$ cat config.mk
export PLATFORM = sky130hd
export DESIGN_NAME = spi_master_multi
export DESIGN_NICKNAME = d
export VERILOG_FILES = /design/src/rtl/spi_pkg.sv /design/src/rtl/spi_clk_gen.sv /design/src/rtl/spi_master_multi.sv
export SDC_FILE = /design/constraint.sdc
export NUM_CORES = 1
export LEC_CHECK = 0
export BUFFER_PORTS_ARGS = -buffer_cell sky130_fd_sc_hd__buf_2
export CAP_MARGIN = 10
export CORE_ASPECT_RATIO = 0.9
export CORE_MARGIN = 3
export CORE_UTILIZATION = 57
export DETAILED_ROUTE_END_ITERATION = 12
export PLACE_DENSITY_LB_ADDON = 0.05
export RECOVER_POWER = 50
export SYNTH_ARGS = -nofsm -noshare
export SYNTH_HDL_FRONTEND = slang
export SYNTH_SLANG_ARGS = --single-unit
$ cat constraint.sdc
create_clock -name clk -period 2.9 [get_ports clk]
set_input_delay 0.87 -clock clk [delete_from_list [all_inputs] [get_ports clk]]
set_output_delay 0.87 -clock clk [all_outputs]
set_load 0.03 [all_outputs]
$ cat src/rtl/spi_pkg.sv
// rtl/spi_pkg.sv - shared types, mode constants and width helpers for the SPI master
package spi_pkg;

  typedef enum logic [1:0] {
    IDLE  = 2'd0,
    SETUP = 2'd1,
    SHIFT = 2'd2,
    HOLD  = 2'd3
  } spi_state_t;

  localparam logic CPOL_LOW  = 1'b0;
  localparam logic CPHA_LEAD = 1'b0;

  function automatic int calc_len_w(input int frame_w);
    return $clog2(frame_w + 1);
  endfunction

  function automatic int calc_cs_w(input int num_cs);
    return (num_cs <= 1) ? 1 : $clog2(num_cs);
  endfunction

endpackage

$ cat src/rtl/spi_clk_gen.sv
// rtl/spi_clk_gen.sv - half-period tick generator; counter restarts whenever disabled
module spi_clk_gen #(
  parameter int DIV_W = 8
) (
  input  logic             clk,
  input  logic             rst,
  input  logic             en,
  input  logic [DIV_W-1:0] div,
  output logic             tick
);

  logic [DIV_W-1:0] count;

  assign tick = en && (count == div);

  always_ff @(posedge clk) begin
    if (rst || !en || tick) begin
      count <= '0;
    end else begin
      count <= count + DIV_W'(1);
    end
  end

endmodule

$ cat src/rtl/spi_master_multi.sv
// rtl/spi_master_multi.sv - SPI master with variable frame length, N chip-selects, divider and CPOL/CPHA
module spi_master_multi
  import spi_pkg::*;
#(
  parameter int FRAME_W = 40,
  parameter int NUM_CS  = 2,
  parameter int DIV_W   = 8,
  parameter int LEN_W   = calc_len_w(FRAME_W),
  parameter int CS_W    = calc_cs_w(NUM_CS)
) (
  input  logic               clk,
  input  logic               rst,
  input  logic               req_valid,
  output logic               req_ready,
  input  logic [CS_W-1:0]    req_cs,
  input  logic [LEN_W-1:0]   req_len,
  input  logic [FRAME_W-1:0] req_data,
  input  logic [DIV_W-1:0]   req_div,
  input  logic               req_cpol,
  input  logic               req_cpha,
  output logic               rsp_valid,
  output logic [FRAME_W-1:0] rsp_data,
  output logic               rsp_err,
  output logic               busy,
  output logic               sclk,
  output logic               mosi,
  input  logic               miso,
  output logic [NUM_CS-1:0]  cs_b
);

  spi_state_t state, state_n;

  logic [CS_W-1:0]    cs_q;
  logic               cs_ok_q;
  logic [LEN_W-1:0]   len_q;
  logic [DIV_W-1:0]   div_q;
  logic               cpol_q, cpha_q, err_q;
  logic [FRAME_W-1:0] tx_q, rx_q;
  logic [LEN_W:0]     edge_q, edge_n;
  logic               mosi_q, sample_q, done_q;
  logic               tick, accept, last_edge, drive, sample;
  logic               len_bad, cs_ok;

  spi_clk_gen #(.DIV_W(DIV_W)) u_clk_gen (
    .clk  (clk),
    .rst  (rst),
    .en   (state != IDLE),
    .div  (div_q),
    .tick (tick)
  );

  assign req_ready = (state == IDLE) && !rst;
  assign busy      = (state != IDLE);
  assign accept    = req_valid && req_ready;
  assign len_bad   = (req_len == '0) || (req_len > LEN_W'(FRAME_W));
  assign cs_ok     = ({1'b0, req_cs} < (CS_W+1)'(NUM_CS));

  // edge_n is the 1-based index of the sclk edge the current tick produces
  assign edge_n    = edge_q + (LEN_W+1)'(1);
  assign last_edge = (edge_n == {len_q, 1'b0});
  assign drive     = (cpha_q == CPHA_LEAD) ? (!edge_n[0] && !last_edge) : edge_n[0];
  assign sample    = (cpha_q == CPHA_LEAD) ? edge_n[0] : !edge_n[0];

  always_ff @(posedge clk) begin
    if (rst) begin
      state <= IDLE;
    end else begin
      state <= state_n;
    end
  end

  always_comb begin
    state_n = state;
    case (state)
      IDLE:    if (accept) state_n = SETUP;
      SETUP:   if (tick) state_n = SHIFT;
      SHIFT:   if (tick && last_edge) state_n = HOLD;
      HOLD:    if (tick) state_n = IDLE;
      default: state_n = IDLE;
    endcase
  end

  // Pins are registered from the FSM-rate values, so every pin lags the state by one cycle
  always_ff @(posedge clk) begin
    if (rst) begin
      cs_q      <= '0;
      cs_ok_q   <= 1'b0;
      len_q     <= '0;
      div_q     <= '0;
      cpol_q    <= CPOL_LOW;
      cpha_q    <= CPHA_LEAD;
      err_q     <= 1'b0;
      tx_q      <= '0;
      rx_q      <= '0;
      edge_q    <= '0;
      mosi_q    <= 1'b0;
      sample_q  <= 1'b0;
      done_q    <= 1'b0;
      cs_b      <= '1;
      sclk      <= CPOL_LOW;
      mosi      <= 1'b0;
      rsp_valid <= 1'b0;
      rsp_data  <= '0;
      rsp_err   <= 1'b0;
    end else begin
      sample_q <= 1'b0;
      done_q   <= (state == HOLD) && tick;
      if (sample_q) begin
        rx_q <= {rx_q[FRAME_W-2:0], miso};
      end
      if (accept) begin
        cs_q    <= req_cs;
        cs_ok_q <= cs_ok;
        len_q   <= len_bad ? LEN_W'(FRAME_W) : req_len;
        div_q   <= req_div;
        cpol_q  <= req_cpol;
        cpha_q  <= req_cpha;
        err_q   <= len_bad || !cs_ok;
        edge_q  <= '0;
        rx_q    <= '0;
        if (req_cpha == CPHA_LEAD) begin
          mosi_q <= req_data[FRAME_W-1];
          tx_q   <= req_data << 1;
        end else begin
          tx_q   <= req_data;
        end
      end else if (state == SHIFT && tick) begin
        edge_q   <= edge_n;
        sample_q <= sample;
        if (drive) begin
          mosi_q <= tx_q[FRAME_W-1];
          tx_q   <= tx_q << 1;
        end
      end
      cs_b      <= (state != IDLE && cs_ok_q) ? ~(NUM_CS'(1) << cs_q) : '1;
      sclk      <= (state == IDLE) ? req_cpol : ((state == SHIFT) ? (cpol_q ^ edge_q[0]) : cpol_q);
      mosi      <= mosi_q;
      rsp_valid <= done_q;
      if (done_q) begin
        rsp_data <= rx_q;
        rsp_err  <= err_q;
      end
    end
  end

endmodule

==> metrics.md <==
| Metric | Value |
|---|---|
| Clk sink count | approximately 170 |
| Height of the die | approximately 110 um |
| Largest net degree at the start of global routing | 110 |
| WL final | roughly 14 mm |
| Starting density of the core | 60.03% |
| Most frequent cells in the layout | nor2_1, dfxtp_1, mux2i_1 |
| Arr. time, crit path | between 2000 and 3000 ps |
| Area of the die | between 10000 and 15000 um2 |
| Yosys cell types | between 40 and 50 |
| Tmin final | roughly 2600 ps |
| Max-cap violations | 0 |
| Peak supply drop | 0.4753 mV |
| Layout cell share with drive strength beyond 1 | 12.18% |
| Critical path class | reg2reg |
| Synth Net Count | about 830 |
| Setup TNS | 0 ps |
| Grt ovf | 0 |
| Pre-CTS WS | roughly 330 ps |
| Clock slew at reported path FFs | 60 ps |
| Drt pass-1 iters | 5 |
| Design area | approximately 8300 um2 |
| Initial antenna violation count | 0 |
| CTS resizes | 0 |
| Area growth syn-to-layout | 16.51% |
| HPWL after DPL | between 9 and 10 mm |
| Root Driver | clkbuf_16 |
| Pwr Density | roughly 680 nW/um2 |
| WL/cell | between 10 and 15 um |
| Setup bufs post-CTS | 0 |
| Max clock buf depth | 2 |
| Number of synthesized register bits | approximately 170 |
| CP Capture Type | flop |
| DRC violation count after routing | 0 |
| Mapped Cells | approximately 770 |
| Sequential-to-total area share from yosys stat | approximately 47% |
| Final period util | about nine tenths |
| Routed vias/inst | roughly 5.2 |
| Num rows | 37 |
| Final Setup Violations | 0 |
| Syn Std Cell Area | ~7000 um2 |
| Post-layout net count | 917 |
| Core ar. | approximately 12000 um2 |
| Top_reg_cell synth | dfxtp_1 |
| WP data required | around 3200 ps |
| CP Launch Type | flop |
| Final Hold Fails | 0 |
| I/O pin count | ~110 |
| Unrepaired setup endpoints after global routing | no |
| Synth async-reset ratio | 0% |
| Pwr Total | approximately 5.6 mW |
| # hold bufs at CTS | 0 |
| F_max | 387.2 MHz |
| Post-synth EDFFs | 0 |
| Syn Area/Cell | approximately 9 um2 |
| Worst Tran Pin Value | between 1000 and 1500 ps |
| Clock skew | ~11 ps |
| H-tree levels | 4 |
| Worst min-delay path class | reg2reg |
| CTS tree | yes |
| Leak Pwr | ~3.2 nW |
| Final Max Tran Viols | 0 |
| Number of DRC markers after the initial detailed-route iteration | around 300 |
| Post-DP Area | 7761 um2 |
| Vias | between 5000 and 6000 |
| First-pass GRT wire length | around 24 mm |
| Die width | 123.5 um |
| Total track usage | 21.10% |
| Number of buffers created by CTS | 17 |
| Antenna cell count | 0 |
| Post-route ant nets | 0 |
| Commonest non-fill, non-tap cell in the layout | nor2_1 |
| Setup ws final | 317.5 ps |
| GP Congestion | around 0.85 |
| Top fanout value on the critical path | 40 |
| Clock Latency Late Sink | around 410 ps |
| Slew margin rel. | between 20 and 30% |
| Vias in the first global route | between 5000 and 6000 |
| YS warnings | 0 |
| Port Buffer Count | approximately 110 |
| Status | completed |
[where the power goes]
| group | internal [mW] | leakage, nW | total, mW | switching [mW] |
|---|---|---|---|---|
| Clock | 1.35 | 0.285 | 2.21 | 0.856 |
| Sequential | 2.39 | 1.33 | 2.48 | 0.0878 |
| Combinational | 0.363 | 1.55 | 0.910 | 0.547 |
[worst max-delay path, stage by stage, from the launching register on]
cell and delay (ps):
dfxtp_1 490, ha_1 290, nand3_2 130, or4_1 540, a311oi_2 340, a22oi_2 120, buf_12 220, mux2i_1 220
nor2_1 60
[flip-flops by register name, summed over array words and instances, names as in the netlist, 2 cells and up]
| signal | count |
|---|---|
| rsp_data | 40 |
| rx_q | 40 |
| tx_q | 40 |
| div_q | 8 |
| u_clk_gen.count | 8 |
| edge_q | 7 |
| len_q | 6 |
| cs_b | 2 |
| state | 2 |
[worst paths after layout]
path	startpoint	endpoint	slack, ps	cells after the start
max reg2reg	edge_q[0]$_SDFFE_PP0N_	tx_q[31]$_SDFFE_PP0P_	320	8
min reg2reg	cs_q$_SDFFE_PP0P_	cs_b[1]$_SDFF_PP1_	420	1
max	edge_q[0]$_SDFFE_PP0N_	tx_q[31]$_SDFFE_PP0P_	320	8
min	cs_q$_SDFFE_PP0P_	cs_b[1]$_SDFF_PP1_	420	1
[cells in the mapped netlist (2+ instances only)]
cell type	number	area share [%]
nand4_1	3	0.26
mux2i_1	161	23
nor3b_1	2	0.21
ha_1	6	1.1
buf_2	3	0.21
xor2_1	16	2.0
a22o_1	3	0.37
nand3b_1	3	0.32
or3_1	4	0.35
and2_1	2	0.18
inv_1	7	0.37
nor2b_1	6	0.53
o21ai_0	15	1.1
nand2b_1	16	1.4
nor2_1	182	9.6
buf_1	7	0.37
nand2_1	21	1.1
dfxtp_1	165	47
xnor2_1	10	1.2
a31oi_1	2	0.18
and3_1	5	0.44
clkbuf_1	38	2.0
nand3_1	12	0.85
a21oi_1	46	3.2
buf_4	6	0.64
nor3_1	7	0.49
[routing by layer]
layer  up-vias  routed length (um)  part of all wire, %  track usage (%)
li1       2758                   -                    -                -
met1      2474                6517                   47            27.97
met2        92                6708                   48            34.82
met3        14                 634                  4.5            5.434
met4         0                 115                 0.82            4.354
met5         -                   0                    0                0
[cell families after synthesis]
family / after synthesis / synth area share [%]
fa+ha+maj: 6 / 1.059
compound gates: 78 / 6.356
flops: 165 / 46.61
simple gates: 267 / 16.26
xor+xnor: 26 / 3.213
mux: 162 / 22.90
buf+inv: 61 / 3.602
[through the flow]
step	std cells	hold slack (ps)	utilization, %
3_3_place_gp	987	396.9	65.74
5_1_grt	1018	437.7	69.94
2_1_floorplan	765	380.9	-
3_5_place_dp	987	404.2	65.74
6_report	1018	418.9	69.94
4_1_cts	1018	421.1	70.72
[area by class of cell]
| type | count | area, um2 |
|---|---|---|
| Fill cell | 964 | 3548 |
| Multi-Input combinational cell | 539 | 3536 |
| Sequential cell | 165 | 3304 |
| Timing Repair Buffer | 120 | 608.1 |
| Clock buffer | 23 | 488.0 |
| Tap cell | 156 | 195.2 |
| Clock inverter | 8 | 98.84 |
| Inverter | 7 | 26.28 |
(Power assumes the default switching activity.)
